**src/rtl/chs_power_sequencer_if.sv**
```systemverilog
// Bundle of signals between the mode/power decode (master) and the
// power sequencer (slave). The decode side posts targets and watches
// the actuator state.
interface chs_power_sequencer_if;
  logic       cfg_valid;
  logic [3:0] cfg_power;
  logic       cfg_mode;
  logic [3:0] act_power;
  logic       act_mode;
  logic       busy;
  logic       settled;

  modport master (
    output cfg_valid, cfg_power, cfg_mode,
    input  act_power, act_mode, busy, settled
  );

  modport slave (
    input  cfg_valid, cfg_power, cfg_mode,
    output act_power, act_mode, busy, settled
  );
endinterface

```
**src/rtl/chs_power_sequencer.sv**
```systemverilog
// Power sequencer for the cooler/heater actuator. It latches the requested
// target, then walks the actuator power one step at a time at a fixed
// rate. A heat/cool flip first ramps power down to zero and holds a dead
// time before the mode is flipped and the power ramps back up.
module chs_power_sequencer #(
  parameter int RAMP_DIV    = 4,
  parameter int DEAD_CYCLES = 8,
  parameter int MAX_POWER   = 8
) (
  input  logic                    clk,
  input  logic                    rst,
  chs_power_sequencer_if.slave    bus
);

  localparam int DIV_W  = (RAMP_DIV > 1)    ? $clog2(RAMP_DIV)    : 1;
  localparam int DEAD_W = (DEAD_CYCLES > 1) ? $clog2(DEAD_CYCLES) : 1;
  localparam logic [DIV_W-1:0]  DIV_LAST  = DIV_W'(RAMP_DIV - 1);
  localparam logic [DEAD_W-1:0] DEAD_LAST = DEAD_W'(DEAD_CYCLES - 1);
  localparam logic [3:0]        MAX_P     = 4'(MAX_POWER);

  typedef enum logic [1:0] {
    HOLD,
    RAMP,
    DEAD
  } state_t;

  state_t            state, state_n;
  logic [3:0]        act_power, act_power_n;
  logic              act_mode, act_mode_n;
  logic [3:0]        tgt_power;
  logic              tgt_mode;
  logic [DIV_W-1:0]  div_cnt, div_cnt_n;
  logic [DEAD_W-1:0] dead_cnt, dead_cnt_n;
  logic              settled, settled_n;

  logic              mode_diff;
  logic [3:0]        goal;

  // While a mode flip is pending the power has to come down to zero first.
  assign mode_diff = (tgt_mode != act_mode);
  assign goal      = mode_diff ? 4'd0 : tgt_power;

  // Target register: last cfg write wins, power saturated at MAX_POWER.
  always_ff @(posedge clk) begin
    if (rst) begin
      tgt_power <= 4'd0;
      tgt_mode  <= 1'b0;
    end else if (bus.cfg_valid) begin
      tgt_power <= (bus.cfg_power > MAX_P) ? MAX_P : bus.cfg_power;
      tgt_mode  <= bus.cfg_mode;
    end
  end

  // Sequencer state, actuator outputs and the step/dead-time counters.
  always_ff @(posedge clk) begin
    if (rst) begin
      state     <= HOLD;
      act_power <= 4'd0;
      act_mode  <= 1'b0;
      div_cnt   <= '0;
      dead_cnt  <= '0;
      settled   <= 1'b0;
    end else begin
      state     <= state_n;
      act_power <= act_power_n;
      act_mode  <= act_mode_n;
      div_cnt   <= div_cnt_n;
      dead_cnt  <= dead_cnt_n;
      settled   <= settled_n;
    end
  end

  // Next-state logic: step toward goal in RAMP, count out the dead time
  // in DEAD, and leave DEAD early if the flip request is withdrawn.
  always_comb begin
    state_n     = state;
    act_power_n = act_power;
    act_mode_n  = act_mode;
    div_cnt_n   = div_cnt;
    dead_cnt_n  = dead_cnt;
    settled_n   = 1'b0;

    case (state)
      HOLD: begin
        if (act_power != goal) begin
          state_n   = RAMP;
          div_cnt_n = '0;
        end else if (mode_diff) begin
          state_n    = DEAD;
          dead_cnt_n = '0;
        end
      end

      RAMP: begin
        if (act_power == goal) begin
          if (!mode_diff) begin
            state_n   = HOLD;
            settled_n = 1'b1;
          end else begin
            state_n    = DEAD;
            dead_cnt_n = '0;
          end
        end else if (div_cnt == DIV_LAST) begin
          div_cnt_n   = '0;
          act_power_n = (goal > act_power) ? act_power + 4'd1
                                           : act_power - 4'd1;
        end else begin
          div_cnt_n = div_cnt + 1'b1;
        end
      end

      DEAD: begin
        if (!mode_diff) begin
          if (tgt_power != 4'd0) begin
            state_n   = RAMP;
            div_cnt_n = '0;
          end else begin
            state_n   = HOLD;
            settled_n = 1'b1;
          end
        end else if (dead_cnt == DEAD_LAST) begin
          act_mode_n = tgt_mode;
          if (tgt_power != 4'd0) begin
            state_n   = RAMP;
            div_cnt_n = '0;
          end else begin
            state_n   = HOLD;
            settled_n = 1'b1;
          end
        end else begin
          dead_cnt_n = dead_cnt + 1'b1;
        end
      end

      default: begin
        state_n = HOLD;
      end
    endcase
  end

  assign bus.act_power = act_power;
  assign bus.act_mode  = act_mode;
  assign bus.busy      = (state != HOLD);
  assign bus.settled   = settled;

endmodule

```
**src/flat_wrapper.sv**
```systemverilog
// flat-port wrapper written by rule: the top's interface ports become plain ports
module chs_power_sequencer_flat 
#(
  parameter int RAMP_DIV    = 4,
  parameter int DEAD_CYCLES = 8,
  parameter int MAX_POWER   = 8
)
  (clk, rst, bus_cfg_valid, bus_cfg_power, bus_cfg_mode, bus_act_power, bus_act_mode, bus_busy, bus_settled);
  chs_power_sequencer_if bus_i ();
  input  logic clk;
  input  logic rst;
  input wire logic [$bits(bus_i.cfg_valid)-1:0] bus_cfg_valid;
  input wire logic [$bits(bus_i.cfg_power)-1:0] bus_cfg_power;
  input wire logic [$bits(bus_i.cfg_mode)-1:0] bus_cfg_mode;
  output wire logic [$bits(bus_i.act_power)-1:0] bus_act_power;
  output wire logic [$bits(bus_i.act_mode)-1:0] bus_act_mode;
  output wire logic [$bits(bus_i.busy)-1:0] bus_busy;
  output wire logic [$bits(bus_i.settled)-1:0] bus_settled;
  assign bus_i.cfg_valid = bus_cfg_valid;
  assign bus_i.cfg_power = bus_cfg_power;
  assign bus_i.cfg_mode = bus_cfg_mode;
  assign bus_act_power = bus_i.act_power;
  assign bus_act_mode = bus_i.act_mode;
  assign bus_busy = bus_i.busy;
  assign bus_settled = bus_i.settled;
  chs_power_sequencer #(.RAMP_DIV(RAMP_DIV), .DEAD_CYCLES(DEAD_CYCLES), .MAX_POWER(MAX_POWER)) u_core (.clk(clk), .rst(rst), .bus(bus_i));
endmodule
```
**config.mk**
```make
export PLATFORM = sky130hd
export DESIGN_NAME = chs_power_sequencer_flat
export DESIGN_NICKNAME = d
export VERILOG_FILES = /design/src/rtl/chs_power_sequencer_if.sv /design/src/rtl/chs_power_sequencer.sv /design/src/flat_wrapper.sv
export SDC_FILE = /design/constraint.sdc
export NUM_CORES = 1
export LEC_CHECK = 0
export CAP_MARGIN = 20
export CORE_MARGIN = 1
export CORE_UTILIZATION = 45
export DETAILED_ROUTE_END_ITERATION = 8
export PLACE_DENSITY = 0.67
export SKIP_LAST_GASP = 1
export SYNTH_ARGS = -nofsm -noshare
export SYNTH_HDL_FRONTEND = slang
export SYNTH_SLANG_ARGS = --single-unit
```
**constraint.sdc**
```tcl
create_clock -name clk -period 6.5 [get_ports clk]
set_input_delay 0.65 -clock clk [delete_from_list [all_inputs] [get_ports clk]]
set_output_delay 0.65 -clock clk [all_outputs]
set_load 0.01 [all_outputs]
```
==> summary.md <==
| Metric | Value |
|---|---|
| Mux contribution to synthesized area | `0.0620` |
| Post-synthesis xor/xnor area fraction | `0.0294` |
| Root Driver | `clkbuf_4` |
| Synthesized area per cell | `8.71 um^2` |
| Final Setup Violations | `0` |
| WL final | `2040 um` |
| Clk buf depth | `2` |
| Drt first pass iters | `4` |
| Design Area, Final | `1340 um^2` |
| Die height | `52.6 um` |
| Final Power | `0.286 mW` |
| Synth unique cells | `38` |
| Final Skew | `0.00177 ns` |
| # fillers | `226` |
| Worst-margin pin slew | `0.699 ns` |
| Inst Count DP | `169` |
| CP max FO | `10` |
| Synthesized Nets | `154` |
| Setup TNS | `0 ns` |
| Post-synthesis sequential area ratio | `0.313` |
| Peak supply drop | `0.159 mV` |
| Post-Place Worst Slack | `3.40 ns` |
| Hold Vio Cnt, Final | `0` |
| Fmax | `321 MHz` |
| Nets | `168` |
| Largest net degree at the start of global routing | `20` |
| CP Cell Sequence | `xnor2_2 -> and2_2 -> ha_1 -> nand2_1 -> o21ai_0 -> nand2_1 -> ha_1 -> a21o_1 -> a21oi_1 -> nand2_1 -> mux2i_1 -> mux2_2` |
| Total die area | `2760 um^2` |
| Die Wd | `52.6 um` |
| Post-Synth Simple-Gate Area | `0.244` |
| DR iter-0 viols | `11` |
| DR vias/cell | `5.32` |
| GRT Total Usage | `0.187` |
| N_diodes | `0` |
| Layout Cells excl Fill | `173` |
| Grt met1 use | `0.236` |
| Grt met2 use | `0.304` |
| Effective utilization at floorplan | `0.496` |
| Unrepaired setup endpoints after global routing | `false` |
| FP Rows | `17` |
| Post-CTS Setup Bufs | `0` |
| Critical Path Source Type | `flop` |
| Most used cell, CP | `nand2_1` |
| LEAKAGE | `0.539 nW` |
| Hold buffer count at cts | `0` |
| I/O Pins | `15` |
| Drt drc | `0` |
| TritonCTS Sinks | `18` |
| Grt ovf | `0` |
| Tcrit/Tclk final | `0.479` |
| Vias | `921` |
| Max-cap violation count | `0` |
| First-pass GRT wire length | `3800 um` |
| Count of state elements after synthesis | `18` |
| Core area | `2320 um^2` |
| GP Congestion | `0.739` |
| Required time worst endpoint | `6.70 ns` |
| Syn-to-layout area delta | `16.6%` |
| Crit Path Category | `reg2reg` |
| Worst setup EP type | `flop` |
| Period minus WS final | `3.12 ns` |
| Largest family of logic cells by synthesized area | `simple AND/OR/NAND/NOR gates` |
| CTS Buf Count | `3` |
| Ys Warns | `0` |
| Final ANT Viol Nets | `0` |
| Final worst slack | `3.38 ns` |
| PortBufs | `14` |
| Synth Area in Compound Gates | `0.146` |
| M3 GR Usage | `0.0406` |
| Insertion delay to the later sink of the worst-skew pair | `0.29 ns` |
| Final slew viol count | `0` |
| Resized Gates After CTS | `0` |
| Share of layout cells above drive strength 1 | `0.110` |
| Post-DP HPWL | `1580 um` |
| GR peak layer | `met2` |
| Slowest stage delay, CP | `0.47 ns` |
| Status | `completed` |
| Cell count after synthesis | `132` |
| Layout Utilization | `0.579` |
| Clock-pin slew on the worst setup and hold paths | `0.10 ns` |
| Htree depth | `1` |
| Slowest CP cell | `xnor2_2` |
| Max-Slew Margin vs Limit | `0.533` |
| TritonCTS clock tree | `done` |
| Vias in the first global route | `889` |
| Final hold slack | `0.460 ns` |
| Mapped Area | `1150 um^2` |
| Synth Area in Adders | `0.159` |
| Hold crit path type | `reg2reg` |
| Worst Path Arrival | `3.31 ns` |
| WL per Instance | `11.8 um` |
| Initial antenna violation count | `0` |
| Pwr per Cell Area | `213 nW/um^2` |
| DP Area | `1310 um^2` |
## power by group
group          total [mW]  internal [mW]  leakage, nW  switching (mW)
logic              0.0958         0.0436        0.372          0.0522
clock network      0.0687         0.0342       0.0210          0.0345
registers           0.121          0.116        0.146         0.00485
total               0.286          0.194        0.539          0.0915
## synthesized netlist by cell type (all sizes together)
master	n	area, um^2
mux2	1	11.3
nor2	19	78.8
and3	1	6.26
a22oi	1	7.51
a31oi	1	6.26
or4	1	7.51
nand3	2	10.0
nor2b	3	18.8
xnor2	3	33.8
nand2	12	45.0
o221ai	1	15.0
clkbuf	4	15.0
nand3b	1	7.51
mux2i	6	60.1
nand4	1	21.3
nand2b	3	18.8
a21o	1	7.51
dfxtp	18	360
a221oi	1	8.76
and4	1	8.76
a211oi	2	20.0
or3	1	6.26
ha	13	163
o2bb2ai	1	15.0
and2	3	22.5
nor3b	1	7.51
buf	1	5.00
nor4b	1	8.76
o21ai	4	23.8
inv	9	33.8
a21oi	12	63.8
or2	2	12.5
fa	1	20.0
## cell type report
cell class / count / area, um^2 / share of cell area
inverters: 9 / 33.8 / 0.0252
repair buffers: 14 / 140 / 0.104
clock buffers: 4 / 36.3 / 0.0271
well taps: 28 / 35.0 / 0.0261
multi-input cells: 100 / 736 / 0.549
flip-flops and latches: 18 / 360 / 0.269
## per-layer routing
layer	wire, um	vias to the layer above
li1	-	481
met1	1030	420
met2	899	15
met3	69	5
met4	40	0
met5	0	-
## state kept, by name, indices dropped and copies added (netlist names)
name                  cells
u_core.state              2
u_core.tgt_mode           1
u_core.tgt_power          4
u_core.bus.act_power      4
u_core.bus.settled        1
u_core.bus.act_mode       1
u_core.div_cnt            2
u_core.dead_cnt           3
## layout by cell type (no fill, tap or decap), drive strengths merged, types with 2 or more instances in the layout
cell and instances:
or2 2, and2 3, nand3 2, nand2 12, clkbuf 4, nand2b 3, a21oi 12, dfxtp 18
nor2 19, a211oi 2, xnor2 3, inv 9, ha 13, clkdlybuf4s50 14, mux2i 6, nor2b 3
o21ai 4
## final timing paths
check	from	endpoint	slack (ns)	cells after the start
hold reg to reg	u_core.dead_cnt[2]$_SDFFE_PP0P_	u_core.dead_cnt[2]$_SDFFE_PP0P_	0.46	2
setup / recovery	u_core.bus.act_mode$_SDFFE_PP0P_	u_core.bus.act_power[3]$_SDFFE_PP0P_	3.38	12
hold / removal	u_core.dead_cnt[2]$_SDFFE_PP0P_	u_core.dead_cnt[2]$_SDFFE_PP0P_	0.46	2
setup reg to reg	u_core.bus.act_mode$_SDFFE_PP0P_	u_core.bus.act_power[3]$_SDFFE_PP0P_	3.38	12
## critical path, delay by kind of cell (launching register included)
kind	cells	cell delay [ns]
adder cells (fa/ha/maj)	2	0.51
flip-flops	1	0.35
multiplexers	2	0.48
AO/OA/AOI/OAI	3	0.67
AND/OR/NAND/NOR	4	0.53
XOR/XNOR	1	0.47
## cell families (layout without fill, tap and decap cells)
kind of cell	after synthesis	in the layout
buffers and inverters	14	27
flip-flops	18	18
AND/OR/NAND/NOR	52	52
multiplexers	7	7
AO/OA/AOI/OAI	24	24
adder cells (fa/ha/maj)	14	14
XOR/XNOR	3	3
Power figures use the tool's default switching activity.
